--- src/rtl/audio_pkg.sv ---
// Shared constants and helpers for the tone/sequencer blocks.
//   - Default divider and step-timing constants.
//   - Note half-periods B1..A3 in synth ticks, for the default SYNTH_DIV
//     and a 12 MHz clk.
//   - clog2 / cnt_w: width helpers for the counters.
package audio_pkg;

  localparam int unsigned DEF_SYNTH_DIV      = 1024;
  localparam int unsigned DEF_TICK_DIV       = 131072;
  localparam int unsigned DEF_TICKS_PER_STEP = 20;
  localparam int unsigned DEF_GATE_TICKS     = 10;

  localparam logic [6:0] NOTE_REST = 7'd0;
  localparam logic [6:0] NOTE_B1   = 7'd95;
  localparam logic [6:0] NOTE_C2   = 7'd90;
  localparam logic [6:0] NOTE_D2   = 7'd80;
  localparam logic [6:0] NOTE_E2   = 7'd71;
  localparam logic [6:0] NOTE_F2   = 7'd67;
  localparam logic [6:0] NOTE_G2   = 7'd60;
  localparam logic [6:0] NOTE_A2   = 7'd53;
  localparam logic [6:0] NOTE_B2   = 7'd47;
  localparam logic [6:0] NOTE_C3   = 7'd45;
  localparam logic [6:0] NOTE_D3   = 7'd40;
  localparam logic [6:0] NOTE_E3   = 7'd36;
  localparam logic [6:0] NOTE_F3   = 7'd34;
  localparam logic [6:0] NOTE_G3   = 7'd30;
  localparam logic [6:0] NOTE_A3   = 7'd27;

  function automatic int unsigned clog2(input int unsigned v);
    int unsigned r;
    r = 0;
    while ((64'(1) << r) < 64'(v)) r++;
    return r;
  endfunction

  // Counter width that never collapses to zero bits.
  function automatic int unsigned cnt_w(input int unsigned v);
    return (v < 2) ? 1 : clog2(v);
  endfunction

endpackage

--- src/rtl/tone_osc.sv ---
// Square-wave tone oscillator for one voice.
//   clk, rst_n  : clock, async active-low reset
//   synth_tick  : clock enable for the half-period counter
//   load        : step boundary; restarts the phase (cnt=0, sq=0)
//   gate        : voice sounding; while low the oscillator is held cleared
//   hp          : half-period in synth ticks (non-zero while gated)
//   sq          : square-wave output
module tone_osc
  import audio_pkg::*;
#(
  parameter int unsigned PERIOD_W = 7
) (
  input  logic                clk,
  input  logic                rst_n,
  input  logic                synth_tick,
  input  logic                load,
  input  logic                gate,
  input  logic [PERIOD_W-1:0] hp,
  output logic                sq
);

  logic [PERIOD_W-1:0] cnt_q, cnt_d;
  logic                sq_q, sq_d;

  always_comb begin
    cnt_d = cnt_q;
    sq_d  = sq_q;
    if (load || !gate) begin
      cnt_d = '0;
      sq_d  = 1'b0;
    end else if (synth_tick) begin
      if (cnt_q == '0) begin
        sq_d  = ~sq_q;
        cnt_d = hp - PERIOD_W'(1);
      end else begin
        cnt_d = cnt_q - PERIOD_W'(1);
      end
    end
  end

  always_ff @(posedge clk or negedge rst_n) begin
    if (!rst_n) begin
      cnt_q <= '0;
      sq_q  <= 1'b0;
    end else begin
      cnt_q <= cnt_d;
      sq_q  <= sq_d;
    end
  end

  assign sq = sq_q;

endmodule

--- src/rtl/poly_seq_engine.sv ---
// Multi-voice pattern sequencer with square-wave voices and a 1-bit
// sigma-delta mixer.
//   clk, rst_n : clock, async active-low reset
//   run        : 1 = advance and sound, 0 = paused and silent
//   loop_len   : index of the last step of the loop
//   step       : current step index (pattern ROM address)
//   note_hp    : per-voice half-periods for `step`, 0 = rest
//   step_stb   : one-cycle pulse when `step` shows a new value
//   gate       : per-voice sounding flags
//   audio      : sigma-delta output, duty = active voices / NUM_CH
module poly_seq_engine
  import audio_pkg::*;
#(
  parameter int unsigned NUM_CH         = 2,
  parameter int unsigned PERIOD_W       = 7,
  parameter int unsigned STEP_W         = 7,
  parameter int unsigned SYNTH_DIV      = DEF_SYNTH_DIV,
  parameter int unsigned TICK_DIV       = DEF_TICK_DIV,
  parameter int unsigned TICKS_PER_STEP = DEF_TICKS_PER_STEP,
  parameter int unsigned GATE_TICKS     = DEF_GATE_TICKS
) (
  input  logic                         clk,
  input  logic                         rst_n,
  input  logic                         run,
  input  logic [STEP_W-1:0]            loop_len,
  output logic [STEP_W-1:0]            step,
  input  logic [NUM_CH*PERIOD_W-1:0]   note_hp,
  output logic                         step_stb,
  output logic [NUM_CH-1:0]            gate,
  output logic                         audio
);

  localparam int unsigned SDW = cnt_w(SYNTH_DIV);
  localparam int unsigned TDW = cnt_w(TICK_DIV);
  localparam int unsigned KW  = cnt_w(TICKS_PER_STEP);
  localparam int unsigned AW  = cnt_w(2 * NUM_CH);

  logic [SDW-1:0]                   syn_cnt_q, syn_cnt_d;
  logic [TDW-1:0]                   seq_cnt_q, seq_cnt_d;
  logic [KW-1:0]                    tick_q, tick_d;
  logic [STEP_W-1:0]                step_q, step_d;
  logic                             stb_q, stb_d;
  logic                             pend_q, pend_d;
  logic [NUM_CH-1:0][PERIOD_W-1:0]  hp_lat_q, hp_lat_d;
  logic [NUM_CH-1:0]                gate_q, gate_d;
  logic [AW-1:0]                    acc_q, acc_d;
  logic                             audio_q, audio_d;
  logic [NUM_CH-1:0]                sq;
  logic [AW-1:0]                    sum, mix_t;
  logic                             adv, synth_tick, seq_tick, wrap;

  always_comb begin
    // The initial step-0 load occupies its own cycle; counting starts after
    // it so the first step lasts a full step period like every other one.
    adv        = run & ~pend_q;
    synth_tick = adv & (32'(syn_cnt_q) == SYNTH_DIV - 1);
    seq_tick   = adv & (32'(seq_cnt_q) == TICK_DIV - 1);
    wrap       = seq_tick & (32'(tick_q) == TICKS_PER_STEP - 1);

    syn_cnt_d = syn_cnt_q;
    if (adv) syn_cnt_d = synth_tick ? '0 : syn_cnt_q + SDW'(1);
    seq_cnt_d = seq_cnt_q;
    if (adv) seq_cnt_d = seq_tick ? '0 : seq_cnt_q + TDW'(1);
    tick_d = tick_q;
    if (seq_tick) tick_d = wrap ? '0 : tick_q + KW'(1);
    step_d = step_q;
    if (wrap) step_d = (step_q >= loop_len) ? '0 : step_q + STEP_W'(1);

    stb_d    = (run & pend_q) | wrap;
    pend_d   = pend_q & ~run;
    hp_lat_d = stb_q ? note_hp : hp_lat_q;

    for (int unsigned k = 0; k < NUM_CH; k++) begin
      gate_d[k] = run & (32'(tick_q) < GATE_TICKS) & (hp_lat_q[k] != '0);
    end

    sum = '0;
    for (int unsigned k = 0; k < NUM_CH; k++) begin
      sum = sum + AW'(gate_q[k] & sq[k]);
    end
    mix_t = acc_q + sum;
    if (32'(mix_t) >= NUM_CH) begin
      audio_d = 1'b1;
      acc_d   = mix_t - AW'(NUM_CH);
    end else begin
      audio_d = 1'b0;
      acc_d   = mix_t;
    end
  end

  always_ff @(posedge clk or negedge rst_n) begin
    if (!rst_n) begin
      syn_cnt_q <= '0;
      seq_cnt_q <= '0;
      tick_q    <= '0;
      step_q    <= '0;
      stb_q     <= 1'b0;
      pend_q    <= 1'b1;
      hp_lat_q  <= '0;
      gate_q    <= '0;
      acc_q     <= '0;
      audio_q   <= 1'b0;
    end else begin
      syn_cnt_q <= syn_cnt_d;
      seq_cnt_q <= seq_cnt_d;
      tick_q    <= tick_d;
      step_q    <= step_d;
      stb_q     <= stb_d;
      pend_q    <= pend_d;
      hp_lat_q  <= hp_lat_d;
      gate_q    <= gate_d;
      acc_q     <= acc_d;
      audio_q   <= audio_d;
    end
  end

  // Oscillators see the next-state gate so sq and gate change on the same edge.
  for (genvar k = 0; k < NUM_CH; k++) begin : g_voice
    tone_osc #(.PERIOD_W(PERIOD_W)) u_osc (
      .clk        (clk),
      .rst_n      (rst_n),
      .synth_tick (synth_tick),
      .load       (stb_q),
      .gate       (gate_d[k]),
      .hp         (hp_lat_q[k]),
      .sq         (sq[k])
    );
  end

  assign step     = step_q;
  assign step_stb = stb_q;
  assign gate     = gate_q;
  assign audio    = audio_q;

endmodule

--- config.mk ---
export PLATFORM = sky130hd
export DESIGN_NAME = poly_seq_engine
export DESIGN_NICKNAME = d
export VERILOG_FILES = /design/src/rtl/audio_pkg.sv /design/src/rtl/tone_osc.sv /design/src/rtl/poly_seq_engine.sv
export SDC_FILE = /design/constraint.sdc
export NUM_CORES = 1
export LEC_CHECK = 0
export ABC_AREA = 0
export CORE_ASPECT_RATIO = 0.5
export CORE_MARGIN = 2
export CORE_UTILIZATION = 54
export CTS_BUF_LIST = sky130_fd_sc_hd__clkbuf_8
export DETAILED_ROUTE_END_ITERATION = 10
export PLACE_DENSITY = 0.83
export SLEW_MARGIN = 20
export SYNTH_ARGS = -nofsm -noshare
export SYNTH_HDL_FRONTEND = slang
export SYNTH_HIERARCHICAL = 1
export SYNTH_SLANG_ARGS = --single-unit
--- constraint.sdc ---
create_clock -name clk -period 2.72 [get_ports clk]
set_input_delay 0.544 -clock clk [delete_from_list [all_inputs] [get_ports clk]]
set_output_delay 0.544 -clock clk [all_outputs]
set_load 0.01 [all_outputs]
After elaboration in Yosys (flattened, before gate mapping)
Index checks and enable logic that the tools add are counted.
W data, S select, Z words.
{"block": "totals", "ff_bits": 76, "inputBits": 24, "out_inout_bits": 11, "word_cells": 80}
{"block": "op_classes", "n_addsub": 11, "order_cmp": 3, "n_eq_ne": 3, "n_mux": 18, "n_bitwise": 16, "n_reduce_logical": 14}
{"operator": "$mux W7", "count": 7}
{"operator": "$sub A7 B1 Y7 const B", "count": 4}
{"operator": "$add A17 B1 Y17 const B", "count": 1}
{"operator": "$eq A17 B17 Y1 const B", "count": 1}
{"operator": "$mux W17", "count": 1}
{"operator": "$logic_not A7 Y1", "count": 2}
{"operator": "$reduce_bool A7 Y1", "count": 2}
{"operator": "$and A1 B1 Y1", "count": 11}
{"operator": "$add A10 B1 Y10 const B", "count": 1}
{"operator": "$eq A10 B10 Y1 const B", "count": 1}
{"operator": "$mux W10", "count": 1}
{"operator": "$reduce_bool A2 Y1", "count": 4}
{"operator": "$add A7 B1 Y7 const B", "count": 1}
{"operator": "$ge A7 B7 Y1", "count": 1}
{"operator": "$mux W1", "count": 7}
{"operator": "$add A5 B1 Y5 const B", "count": 1}
{"operator": "$eq A5 B5 Y1 const B", "count": 1}
{"operator": "$lt A5 B4 Y1 const B", "count": 1}
{"operator": "$mux W5", "count": 1}
{"operator": "$not A1 Y1", "count": 4}
{"operator": "$reduce_and A2 Y1", "count": 2}
{"operator": "$add A1 B1 Y2", "count": 1}
{"operator": "$add A2 B2 Y2", "count": 1}
{"operator": "$ge A2 B2 Y1 const B", "count": 1}
{"operator": "5 further kinds", "count": 7}

Longest topological paths before layout
{"block": "depth", "ltp_word": 7, "depth_mapped": 11, "mapped_depth_nobuf": 10}

Modules after synthesis
The synthesis kept the hierarchy.
{"mod": "poly_seq_engine", "instances": 1, "cells_each": 279, "area_per_inst_um2": 2924.1}
{"mod": "tone_osc", "instances": 2, "cells_each": 66, "area_per_inst_um2": 575.6}

Worst setup path after synthesis
Ideal clock, no wire load.
{"block": "synth_timing", "path_type": "input-to-reg", "startpoint": "in run", "endpoint": "reg g_voice[0].u_osc.cnt_q[6]", "arrival_ps": 2566, "t_required_ps": 2626, "setup_slack_ps": 60, "stages": 9, "path_buffers": 1, "cell_sequence": "nand2b_1 > buf_2 > nor4_4 > nand3_1 > nor2_2 > nand2b_1 > a2111oi_0 > nand4_1 > a211oi_1"}
{"block": "synth_between", "word_cells_on_any_way": 8, "classes_between": "1 x mux; 4 x bitwise; 3 x reduce/logical"}
{"element": "start, declared", "line_no": "poly_seq_engine.sv:24", "rtl": "input logic run,"}
{"element": "$and A1 B1 Y1", "line_no": "poly_seq_engine.sv:55", "rtl": "adv = run & ~pend_q;"}
{"element": "$and A1 B1 Y1", "line_no": "poly_seq_engine.sv:56", "rtl": "synth_tick = adv & (32'(syn_cnt_q) == SYNTH_DIV - 1);"}
{"element": "named net synth_tick", "line_no": "poly_seq_engine.sv:50", "rtl": "logic adv, synth_tick, seq_tick, wrap;"}
{"element": "$reduce_bool A2 Y1 (no line)"}
{"element": "end signal, assigned", "line_no": "tone_osc.sv:46", "rtl": "cnt_q <= cnt_d;"}
{"element": "end, declared", "line_no": "tone_osc.sv:22", "rtl": "logic [PERIOD_W-1:0] cnt_q, cnt_d;"}
The timed path passes the listed nets, and every way through them passes these cells.
A chain may end at the register's enable or synchronous reset.

Worst setup path in the final report
{"block": "layout_timing", "startpoint": "in run", "endpoint": "reg g_voice[1].u_osc.cnt_q[6]"}
{"block": "layout_between", "word_cells_on_any_way": 8, "classes_between": "1 x mux; 4 x bitwise; 3 x reduce/logical"}
{"element": "$and A1 B1 Y1", "line_no": "poly_seq_engine.sv:55"}
{"element": "$and A1 B1 Y1", "line_no": "poly_seq_engine.sv:56"}
{"element": "named net synth_tick", "line_no": "poly_seq_engine.sv:50"}
{"element": "$reduce_bool A2 Y1 (no line)"}
{"element": "end signal, assigned", "line_no": "tone_osc.sv:46"}
{"element": "end, declared", "line_no": "tone_osc.sv:22"}
The timed path passes the listed nets, and every way through them passes these cells.

==> results.py <==
metrics = {
    "status": {
        "outcome": "finished, final reports clean",
    },
    "sta": {
        "slew_violations": 0,
        "fin_crit_sh_pct": 97.5,
        "finClkSkew_ps": 9.68,
        "setup_viol": 0,
        "worst_pin_slew_ps": 773,
        "clock.fmax_ghz": 0.377,
        "relSlewSlack_pct": 48.0,
        "setup_ws_ps": 68.0,
        "fin_crit_ps": 2650,
        "finalHoldViolCount": 0,
        "finalSetupTns_ps": 0,
    },
    "job": {
        "max_cap_violations": 0,
    },
    "synth": {
        "yosys.area_share.simple_pct": 23.5,
        "synthAdderAreaFrac_pct": 4.18,
        "synth_xor_area_share_pct": 4.94,
        "ys_seq_area_share_pct": 46.7,
        "synth.top_cell.area_share_pct": 46.1,
        "synthArstFlopShare_pct": 100,
        "yosys-top-cells-area": "dfrtp_1 (46%), mux2_2 (4.4%), ha_1 (3.7%), nand2_1 (3.6%), xnor2_1 (3.2%)",
        "synth_mux_area_share_pct": 4.67,
        "syn_area_per_cell_um2": 9.92,
        "synthCells": 411,
        "ys_types": 57,
        "ys_warn_count": 6,
        "syn_area_um2": 4080,
        "yosys.area.top_type": "dfrtp_1",
        "syn_nets": 448,
        "ys_seq_elements": 76,
        "synth_compound_area_share_pct": 13.2,
        "synth-edff-count": 0,
        "ys.flop_type": "dfrtp_1",
        "synth_top_family_by_area": "simple AND/OR/NAND/NOR gates",
    },
    "cells_and_area": {
        "diodes": 0,
        "final.fill_count": 569,
        "syn_to_final_growth_pct": 19.0,
        "nNetsFinal": 503,
        "regArea_um2": 1900,
        "multi_input_area_um2": 2080,
        "drive_above_1_share_pct": 14.4,
    },
    "placed_design": {
        "place_congestion": 0.938,
        "io_buffers": 34,
        "pre_cts_ws_ps": -334,
        "dp_hpwl_mm": 6.12,
    },
    "floorplan": {
        "initial_utilization_pct": 55.7,
        "core.rowCount": 22,
        "die_w_um": 127,
        "die_y_um": 65.4,
        "core_um2": 7320,
        "io_pins": 35,
        "die_area_um2": 8300,
    },
    "power": {
        "peakVddDrop_mv": 0.419,
        "power.internal_w": 0.00178,
        "seq_power_share_pct": 55.4,
        "clkPwrFrac_pct": 32.8,
        "power.share.switching_pct": 27.0,
        "switchingPower_w": 0.000658,
        "pwr-share-comb_pct": 11.9,
        "leakagePower_nw": 2.16,
        "p_per_area_nw_per_um2": 502,
    },
    "worst_setup_path": {
        "crit_arrival_ps": 2910,
        "critPathMaxFanout": 5,
        "cp.required_ps": 2980,
        "cp-end-kind": "flop",
        "start_kind": "primary input",
        "criticalPathCategory": "in2reg",
    },
    "cts": {
        "cts_buffers": 9,
        "clk_pin_slew_ps": 80,
        "ctsHoldBuffers": 0,
        "tritoncts": "built",
        "clkLatencyLatePin_ps": 350,
        "cts-root-buf": "clkbuf_8",
        "clockBufferDepth": 2,
        "cts_sinks": 76,
        "htreeDepth": 3,
    },
    "global_routing": {
        "grt_pass1_wl_mm": 15.2,
        "met1_usage_pct": 29.8,
        "grt_max_degree": 47,
        "grt-ovfl-total": 0,
        "antenna_found_initial": 0,
        "use_met2_pct": 38.2,
        "first_global_vias": 3246,
        "busiest_layer": "met2",
        "grtUsageTotal_pct": 23.0,
        "met3_usage_pct": 6.03,
    },
    "min_path": {
        "min_path_type": "in2async",
    },
    "route": {
        "firstDrtPassIters": 5,
        "vias_per_cell": 5.88,
        "drt_iter0_drc": 227,
        "wl_mm": 8.65,
        "routed-via-count": 3332,
        "wl_per_cell_um": 15.2,
        "drc": 0,
        "antenna_left": 0,
    },
}
-- state kept, by name, summed over array words and instances, names as in the netlist --
name,count
gate,2
tick_q,5
hp_lat_q,14
step,7
seq_cnt_q,17
g_voice.u_osc/cnt_q,14
acc_q,2
g_voice.u_osc/sq,2
syn_cnt_q,10
audio,1
pend_q,1
step_stb,1
-- metrics by stage --
| stage | utilization (%) | cells | area (um^2) | power [W] | hold slack [ps] |
|---|---|---|---|---|---|
| finish | 66.2 | 567 | 4850 | 0.00243 | 208 |
| global route | 66.2 | 567 | 4850 | 0.00256 | 252 |
| CTS | 65.9 | 567 | 4830 | 0.00245 | 214 |
| detailed placement | 63.5 | 551 | 4650 | 0.00165 | 438 |
| global placement | 63.5 | 551 | 4650 | 0.00163 | 420 |
| floorplan | - | 411 | 4080 | 0.00153 | 248 |
-- routing by layer --
| layer | up-vias | wire [um] |
|---|---|---|
| met4 | 0 | 143 |
| met5 | - | 0 |
| met1 | 1612 | 3940 |
| met2 | 95 | 4100 |
| met3 | 16 | 462 |
| li1 | 1609 | - |
-- cells in the final DEF (no fill, tap or decap), types with 8 or more instances in the layout --
cell type / n
nand3_1: 12
clkbuf_8: 9
a21oi_1: 24
xnor2_1: 15
nor2b_1: 9
nand2b_1: 10
clkdlybuf4s50_1: 33
xor2_1: 8
buf_4: 21
nor3_1: 14
nor4_1: 9
inv_1: 20
nand4_1: 11
dfrtp_1: 75
nand2_1: 39
mux2_2: 16
o21ai_0: 21
ha_1: 12
nor2_1: 26
-- critical path: stages --
cell	delay, ps
clkdlybuf4s50_1	470
nand2b_1	110
nor4_4	270
nand3_1	190
nor2_4	230
nand2b_1	100
a2111oi_0	460
buf_4	200
nand4_1	90
a211oi_1	250
-- cell usage after synthesis (all sizes together) (3+ instances only) --
| master | count |
|---|---|
| nor3 | 15 |
| nor2 | 29 |
| a21o | 4 |
| clkbuf | 5 |
| a31oi | 4 |
| nor4b | 4 |
| ha | 12 |
| nand2b | 10 |
| o21bai | 4 |
| nand3b | 3 |
| inv | 15 |
| xnor2 | 15 |
| nor4 | 11 |
| or3 | 7 |
| o21ai | 23 |
| buf | 6 |
| and3 | 5 |
| a21oi | 24 |
| nand4 | 12 |
| or4 | 4 |
| nor2b | 9 |
| nand3 | 13 |
| mux2 | 16 |
| nand2 | 39 |
| a22o | 3 |
| dfrtp | 75 |
| xor2 | 8 |
| a211oi | 4 |
-- cell type report --
class	instances	share of cell area [%]
inverters	15	1.16
clock buffers	9	2.55
well taps	96	2.48
multi-input cells	309	43.0
flip-flops and latches	76	39.2
repair buffers	55	10.5
clock inverters	7	1.11
-- power groups by stage --
| stage | Sequential [W] | Combinational (W) | Clock (W) |
|---|---|---|---|
| floorplan | 0.00133 | 0.000204 | 0 |
| global placement | 0.00136 | 0.000275 | 0 |
| detailed placement | 0.00136 | 0.000288 | 0 |
| CTS | 0.00134 | 0.000291 | 0.000816 |
| global route | 0.00137 | 0.000332 | 0.000859 |
| finish | 0.00135 | 0.000289 | 0.000798 |
-- logic make-up after synthesis --
kind of cell / Yosys count
AOI/OAI and AO/OA: 83
DFF: 76
and+or+nand+nor: 172
other: 1
muxes: 17
xor gates and xnor gates: 23
adders and majority gates: 13
buffers and inverters: 26
-- what timing repair did --
action | 4_1_cts | 5_1_grt
buffers inserted | 0 | 0
endpoints found under the setup margin | 0 | 9
resized for setup | 0 | 5
-- final timing paths --
path / cells after the start / slack, ps / to / start
min in group clk: 1 / 440 / audio / acc_q[1]
hold / removal: 1 / 210 / hp_lat_q[8] / rst_n
setup / recovery: 10 / 70 / g_voice[1].u_osc/cnt_q[6] / run
max in group asynchronous: 2 / 1870 / pend_q / rst_n
setup reg to reg: 9 / 260 / g_voice[1].u_osc/cnt_q[6] / pend_q
hold reg to reg: 1 / 440 / audio / acc_q[1]
(Power assumes the default switching activity.)
